## config.mk

```make
export PLATFORM = sky130hd
export DESIGN_NAME = rx
export DESIGN_NICKNAME = d
export VERILOG_FILES = /design/src/rtl/rx.sv
export SDC_FILE = /design/constraint.sdc
export NUM_CORES = 1
export LEC_CHECK = 0
export ABC_CLOCK_PERIOD_IN_PS = 2430
export BUFFER_PORTS_ARGS = -buffer_cell sky130_fd_sc_hd__buf_2
export CAP_MARGIN = 30
export CELL_PAD_IN_SITES_DETAIL_PLACEMENT = 0
export CELL_PAD_IN_SITES_GLOBAL_PLACEMENT = 2
export CORE_UTILIZATION = 39
export DETAILED_ROUTE_END_ITERATION = 12
export HOLD_SLACK_MARGIN = 0.1
export PLACE_DENSITY = 0.81
export SETUP_SLACK_MARGIN = 0.5
export SLEW_MARGIN = 10
export SYNTH_ARGS = -nofsm -noshare
export SYNTH_HDL_FRONTEND = slang
export SYNTH_SLANG_ARGS = --single-unit
```

## constraint.sdc

```tcl
create_clock -name i_clk -period 2.43 [get_ports i_clk]
set_input_delay 0.729 -clock i_clk [delete_from_list [all_inputs] [get_ports i_clk]]
set_output_delay 0.729 -clock i_clk [all_outputs]
set_load 0.01 [all_outputs]
```

## src/rtl/rx.sv

```systemverilog
// UART receiver: oversampled serial input, LSB-first data, stop-bit check,
// ready/read handshake with overrun flag.
// Optional feature macro: RX_PARITY_EN (one parity bit after the data bits).
module rx #(
  parameter int WIDTH_DATA = 8,
  parameter int OVERSAMPLE = 16,
  parameter int PARITY_ODD = 0
) (
  input  logic                  i_clk,
  input  logic                  i_nrst,
  input  logic                  clk_rx,
  input  logic                  i_buf,
  input  logic                  i_re,
  output logic [WIDTH_DATA-1:0] o_data,
  output logic                  o_rdy,
  output logic                  o_ferr,
  output logic                  o_perr,
  output logic                  o_ovr
);

  localparam int CW = $clog2(OVERSAMPLE);
  localparam int BW = (WIDTH_DATA > 1) ? $clog2(WIDTH_DATA) : 1;
  localparam logic [CW-1:0] CNT_LAST = CW'(OVERSAMPLE - 1);
  localparam logic [CW-1:0] CNT_HALF = CW'(OVERSAMPLE / 2 - 1);
  localparam logic [BW-1:0] BIDX_LAST = BW'(WIDTH_DATA - 1);

`ifdef RX_PARITY_EN
  typedef enum logic [2:0] {S_IDLE, S_START, S_DATA, S_PARITY, S_STOP, S_BREAK} state_t;
`else
  typedef enum logic [2:0] {S_IDLE, S_START, S_DATA, S_STOP, S_BREAK} state_t;
`endif

  logic                  r_buf_meta, r_buf_sync;
  logic                  r_clk_meta, r_clk_sync, r_clk_prev;
  logic                  w_tick, w_rx;
  state_t                r_state, w_state_nx;
  logic [CW-1:0]         r_cnt, w_cnt_nx;
  logic [BW-1:0]         r_bidx, w_bidx_nx;
  logic [WIDTH_DATA-1:0] r_sr, w_sr_nx;
  logic                  r_load, w_load_nx;
  logic                  r_stop, w_stop_nx;
  logic [WIDTH_DATA-1:0] r_data;
  logic                  r_rdy, r_ferr, r_ovr;

  // Two-flop synchronizers for the serial line and the oversample clock
  always_ff @(posedge i_clk or negedge i_nrst) begin
    if (!i_nrst) begin
      r_buf_meta <= 1'b1;
      r_buf_sync <= 1'b1;
      r_clk_meta <= 1'b0;
      r_clk_sync <= 1'b0;
      r_clk_prev <= 1'b0;
    end else begin
      r_buf_meta <= i_buf;
      r_buf_sync <= r_buf_meta;
      r_clk_meta <= clk_rx;
      r_clk_sync <= r_clk_meta;
      r_clk_prev <= r_clk_sync;
    end
  end

  assign w_tick = r_clk_sync & ~r_clk_prev;
  assign w_rx   = r_buf_sync;

`ifdef RX_PARITY_EN
  logic r_pbit, w_pbit_nx;
`endif

  // Frame FSM state and datapath registers
  always_ff @(posedge i_clk or negedge i_nrst) begin
    if (!i_nrst) begin
      r_state <= S_IDLE;
      r_cnt   <= '0;
      r_bidx  <= '0;
      r_sr    <= '0;
      r_load  <= 1'b0;
      r_stop  <= 1'b0;
`ifdef RX_PARITY_EN
      r_pbit  <= 1'b0;
`endif
    end else begin
      r_state <= w_state_nx;
      r_cnt   <= w_cnt_nx;
      r_bidx  <= w_bidx_nx;
      r_sr    <= w_sr_nx;
      r_load  <= w_load_nx;
      r_stop  <= w_stop_nx;
`ifdef RX_PARITY_EN
      r_pbit  <= w_pbit_nx;
`endif
    end
  end

  // Next-state logic: start qualification at mid-bit, then sample each bit centre
  always_comb begin
    w_state_nx = r_state;
    w_cnt_nx   = r_cnt;
    w_bidx_nx  = r_bidx;
    w_sr_nx    = r_sr;
    w_load_nx  = 1'b0;
    w_stop_nx  = r_stop;
`ifdef RX_PARITY_EN
    w_pbit_nx  = r_pbit;
`endif
    case (r_state)
      S_IDLE: begin
        if (w_tick && !w_rx) begin
          w_state_nx = S_START;
          w_cnt_nx   = '0;
        end else begin
          w_state_nx = S_IDLE;
        end
      end
      S_START: begin
        if (w_tick) begin
          if (r_cnt == CNT_HALF) begin
            if (w_rx) begin
              w_state_nx = S_IDLE;
            end else begin
              w_state_nx = S_DATA;
              w_cnt_nx   = '0;
              w_bidx_nx  = '0;
            end
          end else begin
            w_cnt_nx = r_cnt + 1'b1;
          end
        end else begin
          w_cnt_nx = r_cnt;
        end
      end
      S_DATA: begin
        if (w_tick) begin
          if (r_cnt == CNT_LAST) begin
            w_sr_nx  = {w_rx, r_sr[WIDTH_DATA-1:1]};
            w_cnt_nx = '0;
            if (r_bidx == BIDX_LAST) begin
`ifdef RX_PARITY_EN
              w_state_nx = S_PARITY;
`else
              w_state_nx = S_STOP;
`endif
            end else begin
              w_bidx_nx = r_bidx + 1'b1;
            end
          end else begin
            w_cnt_nx = r_cnt + 1'b1;
          end
        end else begin
          w_cnt_nx = r_cnt;
        end
      end
`ifdef RX_PARITY_EN
      S_PARITY: begin
        if (w_tick) begin
          if (r_cnt == CNT_LAST) begin
            w_pbit_nx  = w_rx;
            w_cnt_nx   = '0;
            w_state_nx = S_STOP;
          end else begin
            w_cnt_nx = r_cnt + 1'b1;
          end
        end else begin
          w_cnt_nx = r_cnt;
        end
      end
`endif
      S_STOP: begin
        if (w_tick) begin
          if (r_cnt == CNT_LAST) begin
            w_stop_nx  = w_rx;
            w_load_nx  = 1'b1;
            w_cnt_nx   = '0;
            w_state_nx = w_rx ? S_IDLE : S_BREAK;
          end else begin
            w_cnt_nx = r_cnt + 1'b1;
          end
        end else begin
          w_cnt_nx = r_cnt;
        end
      end
      S_BREAK: begin
        // Line held low past the stop bit: wait for it to return high
        if (w_rx) begin
          w_state_nx = S_IDLE;
        end else begin
          w_state_nx = S_BREAK;
        end
      end
      default: begin
        w_state_nx = S_IDLE;
      end
    endcase
  end

  // Output register: load a completed frame, or consume it on read; keep old byte on overrun
  always_ff @(posedge i_clk or negedge i_nrst) begin
    if (!i_nrst) begin
      r_data <= '0;
      r_rdy  <= 1'b0;
      r_ferr <= 1'b0;
      r_ovr  <= 1'b0;
    end else if (r_load) begin
      if (r_rdy && !i_re) begin
        r_ovr <= 1'b1;
      end else begin
        r_data <= r_sr;
        r_ferr <= ~r_stop;
        r_rdy  <= 1'b1;
      end
    end else if (i_re && r_rdy) begin
      r_rdy <= 1'b0;
      r_ovr <= 1'b0;
    end
  end

`ifdef RX_PARITY_EN
  logic r_perr;

  // Parity error flag follows the same load/overrun rule as the data byte
  always_ff @(posedge i_clk or negedge i_nrst) begin
    if (!i_nrst) begin
      r_perr <= 1'b0;
    end else if (r_load && !(r_rdy && !i_re)) begin
      r_perr <= ((^r_sr) ^ r_pbit) != 1'(PARITY_ODD);
    end
  end

  assign o_perr = r_perr;
`else
  assign o_perr = 1'b0;
`endif

  assign o_data = r_data;
  assign o_rdy  = r_rdy;
  assign o_ferr = r_ferr;
  assign o_ovr  = r_ovr;

endmodule

```

======== Word-level counts from Yosys, hierarchy flattened ========
Cells that the tools add are included.
word-level totals
  bits in registers ....................... 36
  bits in latches ......................... 0
  bits in writable memories ............... 0
  ROM bits ................................ 0
  bits of input ports ..................... 5
  word-level logic and storage cells ...... 93
  memories kept ........................... 0
cells by class
  add/sub/neg operators ................... 2
  multipliers ............................. 0
  div/mod/pow operators ................... 0
  order comparisons ....................... 0
  eq/ne operators ......................... 21
  shifts and indexed selects .............. 0
  multiplexer cells ....................... 33
  bitwise operators ....................... 4
  reduce and logical (&&, ||, !) cells .... 18
operator list
  cell                   number
  $mux W3                14
  $mux W4                6
  $ne A2 B2 Y1 const B   11
  $pmux W3 S5            1
  $reduce_and A7 Y1      2
  $pmux W4 S3            1
  $mux W1                9
  $eq A3 B2 Y1 const B   2
  $eq A3 B3 Y1 const B   2
  $pmux W3 S2            1
  $reduce_and A2 Y1      3
  $reduce_and A3 Y1      2
  $reduce_and A5 Y1      1
  $add A4 B1 Y4 const B  1
  $eq A4 B3 Y1 const B   1
  $eq A4 B4 Y1 const B   1
  $ne A2 B1 Y1 const B   2
  $reduce_bool A2 Y1     2
  $add A3 B1 Y3 const B  1
  $eq A3 B1 Y1 const B   1
  $logic_and A1 B1 Y1    3
  $logic_not A3 Y1       1
  $ne A3 B3 Y1 const B   1
  $not A1 Y1             3
  other kinds (5)        6

======== Logic depth before layout (Yosys ltp) ========
  word-level depth ........................ 5
  depth in mapped cells ................... 6
  depth with buffers taken out ............ 6

======== Least setup slack after synthesis ========
No wires, ideal clock.
  path kind ............................... reg-to-reg
  start point ............................. register r_bidx[0]
  end point ............................... register r_bidx[0]
  arrival time ............................ 1.630 ns
  data required time ...................... 2.305 ns
  path slack .............................. 0.675 ns
  stages on the path, launching flop included .. 7
  path buffers ............................ 0
  clock period less this slack ............ 1.755 ns
  cells stage by stage .................... dfrtp_1 -> ha_1 -> ha_1 -> or3b_1 -> a21oi_1 -> o311ai_1 -> mux2_4
on the way
  word-level cells in the longest chain between the ends .. 5
ends and longest elaborated chain
  item                    RTL line  source
  start, declared         38        logic [BW-1:0] r_bidx, w_bidx_nx;
  start signal, assigned  84        r_bidx <= w_bidx_nx;
  $add A3 B1 Y3           143       w_bidx_nx = r_bidx + 1'b1;
  $mux W3                 136       if (r_bidx == BIDX_LAST) begin
  $mux W3                 133       if (r_cnt == CNT_LAST) begin
  $mux W3                 132       if (w_tick) begin
  $pmux W3 S2             105       case (r_state)
Several ways; a longest one is shown, not always the timed one. The select of a mux whose other input is x is not followed.
A chain may end at the register's enable or synchronous reset.

======== Worst setup path after layout ========
Ends and elaborated chain as after synthesis.

==> run summary <==
Number of global-route vias before repair -> 972
Power after layout -> 1540 uW
Largest net degree at the start of global routing -> 37
Die area -> 0.00440 mm^2
Max-slew violation total from the final report -> 0
Reg2Reg Capture Point -> r_bidx[0]$_DFFE_PN0P_
Die Span Y -> 66.4 um
Share of cells above drive strength 1 -> 37.2%
Worst Hold End -> r_clk_sync$_DFF_PN0_
Final core occ -> 46.4%
TritonCTS clock tree -> yes
Critical path data required time -> 2.60 ns
Total GRT Usage -> 14.8%
Outcome -> complete, no violations
Min Tclk post-route -> 1.85 ns
Fin nets -> 155
1st-pass router iterations -> 5
TritonCTS Sinks -> 36
Htree depth -> 2
Unrepaired setup endpoints after global routing -> yes
Hold Crit Class -> reg -> reg
CTS Hold Buffers Added -> 0
# rows -> 23
R2R Path Start -> r_bidx[0]$_DFFE_PN0P_
Crit Path Max Fanout -> 3
Filler instances -> 358
Wire per inst -> 14.2 um
VDD IR max -> 523 uV
Synthesized area -> 0.00162 mm^2
Critical Path AT -> 2.02 ns
Maxcap violations -> 0
Hold path depth -> 0
Mapped Avg Cell Area -> 12.9 um^2
LEAKAGE -> 0.000910 uW
Setup Viol. Count Final -> 0
Initial Util -> 40.4%
DR vias/cell -> 5.23
Placed cell area -> 0.00171 mm^2
CTS clock-pin slew for the worst setup and hold paths -> 0.07 ns
Setup TNS -> 0 ns
Dpl hpwl -> 1940 um
Post-synth cell types -> 41
Multi-input gate area -> 657 um^2
Congestion Overflow GR -> 0
Maximum clock frequency -> 540 MHz
I/O Buffers -> 15
Design area -> 0.00186 mm^2
CTS buffer count -> 5
Antenna violation net count after detailed routing -> 0
Drt drc -> 0
Worst-case reg-to-reg path depth -> 6
Hold path start -> r_clk_meta$_DFF_PN0_
Syn_nets -> 133
EDFF count, synth -> 0
Via Count -> 1,035
Starting DRT DRC Count -> 41
Worst-case clock buffer depth -> 2
Placed insts -> 187
Yosys warning total -> 0
Post-synthesis cell count -> 125
Clk_lat worst skew -> 0.29 ns
Synth Register Bits -> 36
CP Class -> reg -> reg
Top FF cell, synth -> dfrtp_1
Reg2Reg Setup Slack -> 0.58 ns
Area grow syn2layout -> 15.0%
Drt total wl -> 2820 um
I/O pin count -> 17
Crit. End Element -> flop
Power per cell area -> 831 mW/mm^2
Initial antenna violation count -> 0
FF+latch area -> 903 um^2
Finished Layout Cells -> 198
Async SR Flop Fraction -> 100%
Die Wd -> 66.4 um
Wire length of the first global-routing pass -> 4630 um
Slew margin rel. -> 48.5%
CTS root buffer -> clkbuf_8
Core ar. -> 0.00400 mm^2
Final period utilization -> 76.2%
Sequential share of the synthesized area -> 55.9%
Final Wtd Congestion -> 0.792
Worst setup SP type -> flop
Setup Skew -> 0.00812 ns
Worst slew pin tran -> 0.773 ns
Hold Vio Cnt, Final -> 0
Diodes inserted -> 0
==> routing by layer <==
layer,up-vias,routed length (um),GRT usage [%]
met5,-,0,0
met1,511,1310,19.2
met4,0,34,6.38
met2,21,1360,22.1
li1,496,-,-
met3,7,116,5.17
==> sequential cells by signal, summed over array words and instances, names as in the netlist, 3 cells and up <==
signal   flops
r_state      3
r_cnt        4
r_sr         8
o_data       8
r_bidx       3
==> critical path: stages, from the launching register on <==
cell      delay (ns)
dfrtp_1         0.39
ha_1            0.21
ha_1            0.21
or3b_1          0.37
a21oi_2         0.14
o311ai_2        0.14
mux2_4          0.29
==> worst max path at each step <==
stage                                     start                    end  slack (ns)  cells past startpoint
after floorplan           r_bidx[0]$_DFFE_PN0P_  r_bidx[0]$_DFFE_PN0P_        0.67                      6
after global placement    r_bidx[0]$_DFFE_PN0P_  r_bidx[0]$_DFFE_PN0P_        0.59                      6
after detailed placement   r_cnt[0]$_DFFE_PN0P_    r_sr[4]$_DFFE_PN0P_        0.54                      4
after CTS                 r_bidx[0]$_DFFE_PN0P_  r_bidx[0]$_DFFE_PN0P_        0.52                      6
after global routing      r_bidx[0]$_DFFE_PN0P_  r_bidx[0]$_DFFE_PN0P_        0.50                      6
final                     r_bidx[0]$_DFFE_PN0P_  r_bidx[0]$_DFFE_PN0P_        0.58                      6
==> repair_timing <==
action                                  in CTS  in global routing
resized for setup                            0                  2
setup buffers                                0                  3
endpoints found under the setup margin       0                 11
==> synthesized netlist by cell type (2+ instances only) <==
master | count | area share (%)
nor2b_1 | 2 | 0.77
o21ai_0 | 4 | 1.2
inv_1 | 4 | 0.93
dfrtp_1 | 34 | 53
o211ai_1 | 2 | 0.93
or3b_1 | 2 | 1.1
a22o_1 | 3 | 1.6
nand2_1 | 2 | 0.46
a21oi_1 | 4 | 1.2
nor3_1 | 2 | 0.62
mux2_2 | 19 | 13
dfstp_2 | 2 | 3.3
nand2b_1 | 5 | 1.9
ha_1 | 3 | 2.3
a22oi_1 | 2 | 0.93
nor2_1 | 9 | 2.1
nand3_1 | 2 | 0.62
==> area by class of cell <==
type                       count  area share (%)
inverter                       5            1.01
clock inverter                 3            2.29
clock buffer                   5            3.70
tap                           50            3.37
multi-input combinational     80            35.4
timing repair buffer          19            5.66
sequential                    36            48.6
==> stage by stage <==
stage	hold slack (ns)	setup slack [ns]
finish	0.356	0.579
global route	0.362	0.502
CTS	0.359	0.524
detailed placement	0.343	0.543
global placement	0.339	0.587
floorplan	0.331	0.675
==> layout by cell type (no fill, tap or decap), types with 2 or more instances in the layout <==
cell type,n
nor2_1,9
nand2b_1,5
o211ai_1,2
a22oi_1,2
nand2_1,2
dfrtp_1,34
nand3_1,2
mux2_2,19
or3b_1,2
ha_1,3
nor2b_1,2
nor3_1,2
buf_4,4
a22o_1,3
buf_2,15
clkbuf_8,5
o21ai_0,4
dfstp_2,2
inv_1,4
a21oi_1,3
==> power breakdown <==
group | internal (uW) | switching [uW] | total, uW
registers | 641 | 78.1 | 720
clock network | 303 | 211 | 514
logic | 137 | 173 | 310
total | 1080 | 462 | 1540
==> logic make-up after synthesis <==
logic type      Yosys count  synth area share [%]
mux                      20                  14.2
compound gates           22                  9.37
xor+xnor                  1                 0.542
fa+ha+maj                 3                  2.32
other cells               1                 0.232
simple gates             33                  13.3
buf+inv                   9                  4.10
flops                    36                  55.9
Note: power is estimated with default switching activity, not from simulation.
